==> config.mk <==
export PLATFORM = sky130hd
export DESIGN_NAME = i2c_arbiter
export DESIGN_NICKNAME = d
export VERILOG_FILES = /design/src/rtl/i2c_pkg.sv /design/src/rtl/i2c_rr_pick.sv /design/src/rtl/i2c_arbiter.sv
export SDC_FILE = /design/constraint.sdc
export NUM_CORES = 1
export LEC_CHECK = 0
export BUFFER_PORTS_ARGS = -buffer_cell sky130_fd_sc_hd__buf_4
export CAP_MARGIN = 20
export CORE_ASPECT_RATIO = 1.4
export CORE_MARGIN = 2
export CORE_UTILIZATION = 44
export DETAILED_ROUTE_END_ITERATION = 12
export PLACE_DENSITY_LB_ADDON = 0.1
export SYNTH_ARGS = -nofsm -noshare
export SYNTH_HDL_FRONTEND = slang
export SYNTH_SLANG_ARGS = --single-unit
==> constraint.sdc <==
create_clock -name i_local_clk -period 2.2 [get_ports i_local_clk]
set_clock_uncertainty 0.15 [all_clocks]
set_input_delay 0.66 -clock i_local_clk [delete_from_list [all_inputs] [get_ports i_local_clk]]
set_output_delay 0.66 -clock i_local_clk [all_outputs]
set_load 0.02 [all_outputs]
==> src/rtl/i2c_pkg.sv <==
// i2c_pkg: state encodings and error codes shared by the I2C arbiter slice.
package i2c_pkg;
  localparam logic [2:0] S_IDLE      = 3'd0;
  localparam logic [2:0] S_ISSUE     = 3'd1;
  localparam logic [2:0] S_WAIT_BUSY = 3'd2;
  localparam logic [2:0] S_RUN       = 3'd3;
  localparam logic [2:0] S_CHECK     = 3'd4;
  localparam logic [2:0] S_DONE      = 3'd5;
  localparam logic [3:0] E_TIMEOUT   = 4'hF;
  localparam logic [3:0] E_ACK_DEV   = 4'h1;
  localparam logic [3:0] E_ACK_REG   = 4'h2;
  localparam logic [3:0] E_ACK_WR    = 4'h4;
  localparam logic [3:0] E_ACK_RD    = 4'h8;
endpackage

==> src/rtl/i2c_rr_pick.sv <==
// i2c_rr_pick: two-way round-robin selector; on a tie the port not granted last wins.
module i2c_rr_pick (
  input  logic [1:0] pending,
  input  logic       last,
  output logic       sel,
  output logic       valid
);
  assign valid = |pending;
  assign sel = &pending ? ~last : pending[1];
endmodule

==> src/rtl/i2c_arbiter.sv <==
// i2c_arbiter: shares one I2C master between two request ports, with ACK-error retry and a busy timeout.
module i2c_arbiter import i2c_pkg::*; #(
  parameter int unsigned P_RETRY   = 2,
  parameter logic [15:0] P_TIMEOUT = 16'd255
) (
  input  logic        i_local_clk,
  input  logic        i_rst_n,
  input  logic [1:0]  i_req,
  input  logic [15:0] i_dev_addr,
  input  logic [15:0] i_reg_addr,
  input  logic [15:0] i_req_num,
  input  logic [15:0] i_wr_data,
  output logic [1:0]  o_gnt,
  output logic [1:0]  o_wr_next,
  output logic [7:0]  o_rd_data,
  output logic [1:0]  o_rd_valid,
  output logic [1:0]  o_done,
  output logic [1:0]  o_err,
  output logic [3:0]  o_err_code,
  output logic        o_start,
  output logic [7:0]  o_device_addr,
  output logic [7:0]  o_reg_addr,
  output logic [7:0]  o_req_num,
  output logic [7:0]  o_wr_data,
  input  logic        i_busy,
  input  logic        i_wr_done,
  input  logic [7:0]  i_rd_data,
  input  logic        i_rd_valid,
  input  logic [7:0]  i_ack_erro,
  input  logic        i_erro_valid
);
  localparam logic [7:0] RETRY_MAX = 8'(P_RETRY);
  logic [2:0]  state;
  logic [1:0]  pending, own_oh, pick_oh;
  logic        last, owner, pick_sel, pick_valid, err, run;
  logic [3:0]  err_code;
  logic [7:0]  retry;
  logic [15:0] tcnt;
  logic        unused;
  i2c_rr_pick u_pick (.pending(pending), .last(last), .sel(pick_sel), .valid(pick_valid));
  assign unused = ^i_ack_erro[7:4];
  assign run = state == S_RUN;
  assign own_oh = owner ? 2'b10 : 2'b01;
  assign pick_oh = (state == S_IDLE && pick_valid) ? (pick_sel ? 2'b10 : 2'b01) : 2'b00;
  assign o_gnt = (state != S_IDLE) ? own_oh : 2'b00;
  assign o_start = state == S_ISSUE;
  assign o_done = (state == S_DONE) ? own_oh : 2'b00;
  assign o_err = (state == S_DONE && err) ? own_oh : 2'b00;
  assign o_err_code = (state == S_DONE) ? err_code : 4'h0;
  assign o_wr_data = o_gnt[0] ? i_wr_data[7:0] : o_gnt[1] ? i_wr_data[15:8] : 8'h00;
  always_ff @(posedge i_local_clk or negedge i_rst_n) begin
    if (!i_rst_n) begin
      state         <= S_IDLE;
      pending       <= '0;
      last          <= 1'b1;
      owner         <= 1'b0;
      err           <= 1'b0;
      err_code      <= '0;
      retry         <= '0;
      tcnt          <= '0;
      o_device_addr <= '0;
      o_reg_addr    <= '0;
      o_req_num     <= '0;
      o_wr_next     <= '0;
      o_rd_valid    <= '0;
      o_rd_data     <= '0;
    end else begin
      // requests from the current owner are dropped, not queued
      pending    <= (pending | (i_req & ~o_gnt)) & ~pick_oh;
      o_wr_next  <= (run && i_wr_done) ? own_oh : 2'b00;
      o_rd_valid <= (run && i_rd_valid) ? own_oh : 2'b00;
      if (run && i_rd_valid) o_rd_data <= i_rd_data;
      case (state)
        S_IDLE: if (pick_valid) begin
          owner         <= pick_sel;
          o_device_addr <= pick_sel ? i_dev_addr[15:8] : i_dev_addr[7:0];
          o_reg_addr    <= pick_sel ? i_reg_addr[15:8] : i_reg_addr[7:0];
          o_req_num     <= pick_sel ? i_req_num[15:8] : i_req_num[7:0];
          retry         <= '0;
          state         <= S_ISSUE;
        end
        S_ISSUE: begin
          err      <= 1'b0;
          err_code <= '0;
          tcnt     <= '0;
          state    <= S_WAIT_BUSY;
        end
        S_WAIT_BUSY:
          if (i_busy) state <= S_RUN;
          else if (tcnt == P_TIMEOUT - 16'd1) begin
            err      <= 1'b1;
            err_code <= E_TIMEOUT;
            state    <= S_DONE;
          end else tcnt <= tcnt + 16'd1;
        S_RUN: begin
          if (i_erro_valid) begin
            err      <= 1'b1;
            err_code <= i_ack_erro[3:0];
          end
          if (!i_busy) state <= S_CHECK;
        end
        S_CHECK:
          if (err && retry < RETRY_MAX) begin
            retry <= retry + 8'd1;
            state <= S_ISSUE;
          end else state <= S_DONE;
        S_DONE: begin
          last  <= owner;
          state <= S_IDLE;
        end
        default: state <= S_IDLE;
      endcase
    end
  end
endmodule

Word level (Yosys, flattened, before mapping):

Cells that the tools add are included.

* mux-type cells: 35
* reduce and logical (&&, ||, !) cells: 17
* $add $sub $neg: 2
* eq/ne operators: 14
* bitwise operators: 6
* magnitude comparators: 1

Operators by type and width (count)
* two-way mux 8 bit: 7
* two-way mux 16 bit: 2
* one-hot mux 16 bit (2 select lines): 1
* adder 16 x 1 -> 16 bit (second input constant): 1
* == test 16 x 8 -> 1 bit (second input constant): 1
* two-way mux 2 bit: 8
* two-way mux 4 bit: 4
* one-hot mux 8 bit (2 select lines): 1
* two-way mux 3 bit: 5
* one-hot mux 3 bit (5 select lines): 1
* inequality test 2 bit (second input constant): 7
* one-hot mux 4 bit (3 select lines): 1
* AND reduction 3 bit: 3
* adder 8 x 1 -> 8 bit (second input constant): 1
* less-than comparator 8 x 2 -> 1 bit (second input constant): 1
* == test 3 x 2 -> 1 bit (second input constant): 2
* == test 3 bit (second input constant): 2
* nonzero test 3 bit: 2
* logical AND 1 bit: 5
* bitwise AND 2 bit: 2
* two-way mux 1 bit: 4
* NOT 2 bit: 2
* AND reduction 2 bit: 2
* AND reduction 4 bit: 1
* 8 further kinds: 9

* bits in registers: 72
* output and inout bits: 55
* input bits: 88
* word-level logic and storage cells: 89

Depth between registers and ports, before layout:

* depth in word-level cells: 6
* mapped depth: 7
* mapped depth without buffers: 6

Modules after synthesis:

Synthesis repeated with hierarchy kept, for this count alone.

* cells, all modules: 348
* area total of the unflattened synthesis: 3558.4 sq um

Modules (own cells, without submodules)
* i2c_arbiter: cells an instance 346, seq. area each 1803.0 sq um, instances 1, area an instance 3544.6 sq um
* i2c_rr_pick: cells an instance 2, seq. area each 0.0 sq um, instances 1, area an instance 13.8 sq um

Worst setup path before layout:

OpenSTA, ideal clock, no wires.

* path type: register -> output
* start point: reg state[2]
* end point: out o_start
* setup slack: -0.127 ns
* data arrival time: 1.517 ns
* stages on the path, launching flop included: 5
* path buffers: 2
* required time: 1.390 ns
* cell sequence: dfrtp_1 > buf_6 > or3b_2 > inv_1 > clkbuf_1

* cells in the longest elaborated chain, start to end: 1

RTL lines
* from (decl): line i2c_arbiter.sv:33 `logic [2:0] state;`
* from (signal assigned): line i2c_arbiter.sv:53 `state <= S_IDLE;`
* from (signal assigned): line i2c_arbiter.sv:80 `state <= S_ISSUE;`
* from (signal assigned): line i2c_arbiter.sv:86 `state <= S_WAIT_BUSY;`
* == test 3 x 1 -> 1 bit: line i2c_arbiter.sv:46 `assign o_start = state == S_ISSUE;`
* to (decl): line i2c_arbiter.sv:20 `output logic o_start,`

No other way between the ends.

Worst setup path in the final report:

* start point: reg state[1]
* end point: out o_done[0]

* cells in the longest elaborated chain, start to end: 2

RTL lines
* == test 3 bit: line i2c_arbiter.sv:47 `assign o_done = (state == S_DONE) ? own_oh : 2'b00;`
* two-way mux 2 bit: line i2c_arbiter.sv:47
* to (decl): line i2c_arbiter.sv:17 `output logic [1:0] o_done,`

No other way between the ends.

==> results_dict.tcl <==
set metrics [dict create \
    synth_area_sq_um 3540 \
    stdcell_area_sq_um 5530 \
    hold_violations 0 \
    start_kind "flop" \
    use_met1_pct 29.3 \
    synth_top_family_by_area "compound AO/OA/AOI/OAI gates" \
    crit_arrival_ns 1.55 \
    rows 38 \
    path_class "reg -> out" \
    tightest_slew_ns 0.419 \
    routed_wl_microns 11200 \
    cts_buffers 9 \
    yosys_most_used_dff "dfrtp_1" \
    initial_core_util_pct 45.4 \
    yosysUniqueCellTypes 49 \
    syn_nets 429 \
    antenna_cells 0 \
    antenna_left 0 \
    layout-drive-gt1-share_pct 47.2 \
    grt-ovfl-total 0 \
    slew_headroom_pct 71.8 \
    tns_ns -1.91 \
    path_max_fanout 3 \
    clk-insertion-delay-late_ns 0.34 \
    r2r_slack_ns 0.03 \
    path_clk_slew_ns 0.08 \
    avgRoutedWirePerCell_microns 17.9 \
    synth-simple-area-share_pct 17.7 \
    fin_ws_ns -0.165 \
    p_per_area_nw_per_um2 1270 \
    fp.dieW_microns 79.8 \
    synth_area_leaders "dfrtp_1 (50%), a222oi_1 (6.8%), inv_1 (3.5%), mux2i_1 (3.4%), mux2_2 (2.5%)" \
    grt_util_met2_pct 45.4 \
    crit_path_end "o_done[0]" \
    ys_ff_latch 72 \
    drcViolationCount 0 \
    vias 3529 \
    fmax_mhz 423 \
    final_common_cell "buf_4" \
    postSynth.asyncResetShare_pct 100 \
    r2r_end "tcnt[7]" \
    grt_pass1_vias 3624 \
    rr_worst_depth 6 \
    cts_tree "done" \
    synth-edff-count 0 \
    period_minus_slack_ns 2.36 \
    io_buffers 138 \
    placed_cell_area_sq_um 4900 \
    layout_common_cells "buf_4 (154), dfrtp_1 (70), inv_1 (31)" \
    detailedRoute.firstPassIterationCount 6 \
    die_h_microns 110 \
    fin_crit_sh_pct 107 \
    outcome "finished with violations" \
    p_leak_nw 2.80 \
    ys_seq_area_share_pct 50.9 \
    use_met3_pct 6.68 \
    critPathCaptureType "primary output" \
    cap_violations 0 \
    htreeDepth 3 \
    nets 610 \
    grt_pass1_wl_microns 17200 \
    muxShareOfSynthArea_pct 5.94 \
    synth_top_area_share_pct 50.2 \
    rsz0062_at_grt "yes" \
    fillers 587 \
    viasPerCell 5.66 \
    place.gp.congestion 0.853 \
    grt_max_degree 36 \
    ys_warn_count 0 \
    dr.first_iter.drc_count 284 \
    hpwl_microns 7640 \
    synth-compound-area-share_pct 18.7 \
    setup_violations 19 \
    busiest_layer "met2" \
    hp-class "in -> async" \
    critical_path_required_ns 1.39 \
    dieArea_sq_um 8790 \
    setup.worst_path.start "state[1]" \
    areaGrowthSynthToFinish_pct 56.2 \
    violations "setup timing" \
    synth_xor_area_share_pct 0 \
    clock_sinks 72 \
    syn_inst 338 \
    coreArea_sq_um 7800 \
    cts_buffer_depth 2 \
    synth.avg_cell_area_sq_um 10.5 \
    ir_worst_vdd_mv 0.881 \
    synth_top_area_cell "dfrtp_1" \
    drv_slew 0 \
    io_pins 143 \
    track_usage_pct 25.5 \
    r2r_start "state[0]" \
    grt_antenna_before_repair 0 \
    root_buffer "clkbuf_8" \
    synthAdderAreaFrac_pct 1.06 \
]
## layer usage
metal / up-vias / part of all wire [%]
li1: 1629 / -
met4: 0 / 2.2
met3: 20 / 6.7
met1: 1724 / 37
met2: 156 / 54
met5: - / 0
## kinds of logic after synthesis
| group | count (synthesis) |
|---|---|
| buf+inv | 51 |
| simple gates | 110 |
| fa+ha+maj | 3 |
| mux | 20 |
| compound gates | 82 |
| flops | 72 |
## how the worst min path moves through the flow
stage	endpoint	startpoint	depth (start not counted)	slack (ns)
floorplan	err	i_rst_n	0	0.21
global placement	retry[0]	retry[0]	1	0.32
detailed placement	retry[4]	retry[4]	1	0.32
CTS	o_rd_data[3]	i_rst_n	1	0.06
global route	o_rd_data[7]	i_rst_n	1	0.08
finish	o_rd_data[3]	i_rst_n	1	0.07
## power by group
part	switching (W)	leakage (nW)	internal (W)	total, W
clock	0.000496	0.0948	0.000513	0.00101
combinational	0.00204	1.78	0.00190	0.00394
sequential	0.000318	0.920	0.00178	0.00210
total	0.00285	2.80	0.00419	0.00704
## flip-flops by register name, indices dropped and copies added, names as in the netlist
name           cells
o_req_num          8
o_rd_valid         2
owner              1
last               1
err                1
tcnt              16
state              3
retry              8
o_wr_next          2
o_rd_data          8
err_code           4
o_device_addr      8
pending            2
o_reg_addr         8
## critical path, cell delays in order, from the launching register on
cell and delay (ns):
dfrtp_2 0.44, buf_4 0.15, or3_4 0.36, nor2_1 0.12
buf_4 0.16
## timing repair
item	in CTS	in global routing
setup endpoints to repair	19	52
buffers inserted	13	3
gates resized for setup	43	22
pin swaps	8	7
gates cloned	1	4
hold buffers	0	0
## Yosys cell counts, types with 3 or more instances
master / number
dfrtp_1: 71
clkbuf_1: 13
or3_1: 7
o21ai_0: 11
a222oi_1: 24
o211ai_1: 5
mux2i_1: 12
nand3_1: 11
nand4_1: 4
or4_1: 7
and4_1: 3
and3_1: 8
nand2_1: 22
a21oi_1: 11
a41o_1: 4
mux2_2: 8
inv_1: 33
ha_1: 3
a21o_1: 3
and2_1: 12
o31a_1: 4
a31oi_1: 5
nor2_1: 22
nor3_1: 3
o31ai_1: 5
## final cells by class
class                           count  area (sq um)  area share [%]
Clock buffer                        9           124            2.24
Multi-Input combinational cell    215          1680            30.4
Sequential cell                    72          1800            32.6
Timing Repair Buffer              188          1610            29.1
Clock inverter                      6          61.3            1.11
Tap cell                          100           125            2.26
Inverter                           33           124            2.24
## stage by stage
| step | power (W) | hold slack [ns] | utilization, % | worst slack (ns) | instances |
|---|---|---|---|---|---|
| 2_1_floorplan | 0.00393 | 0.214 | - | 0.00243 | 338 |
| 3_3_place_gp | 0.00527 | 0.320 | 62.9 | -0.112 | 589 |
| 3_5_place_dp | 0.00534 | 0.322 | 62.9 | -0.131 | 589 |
| 4_1_cts | 0.00677 | 0.0644 | 68.5 | -0.149 | 618 |
| 5_1_grt | 0.00743 | 0.0798 | 70.9 | -0.205 | 623 |
| 6_report | 0.00704 | 0.0732 | 70.9 | -0.165 | 623 |
No activity file was read; power rests on OpenSTA's default activity.
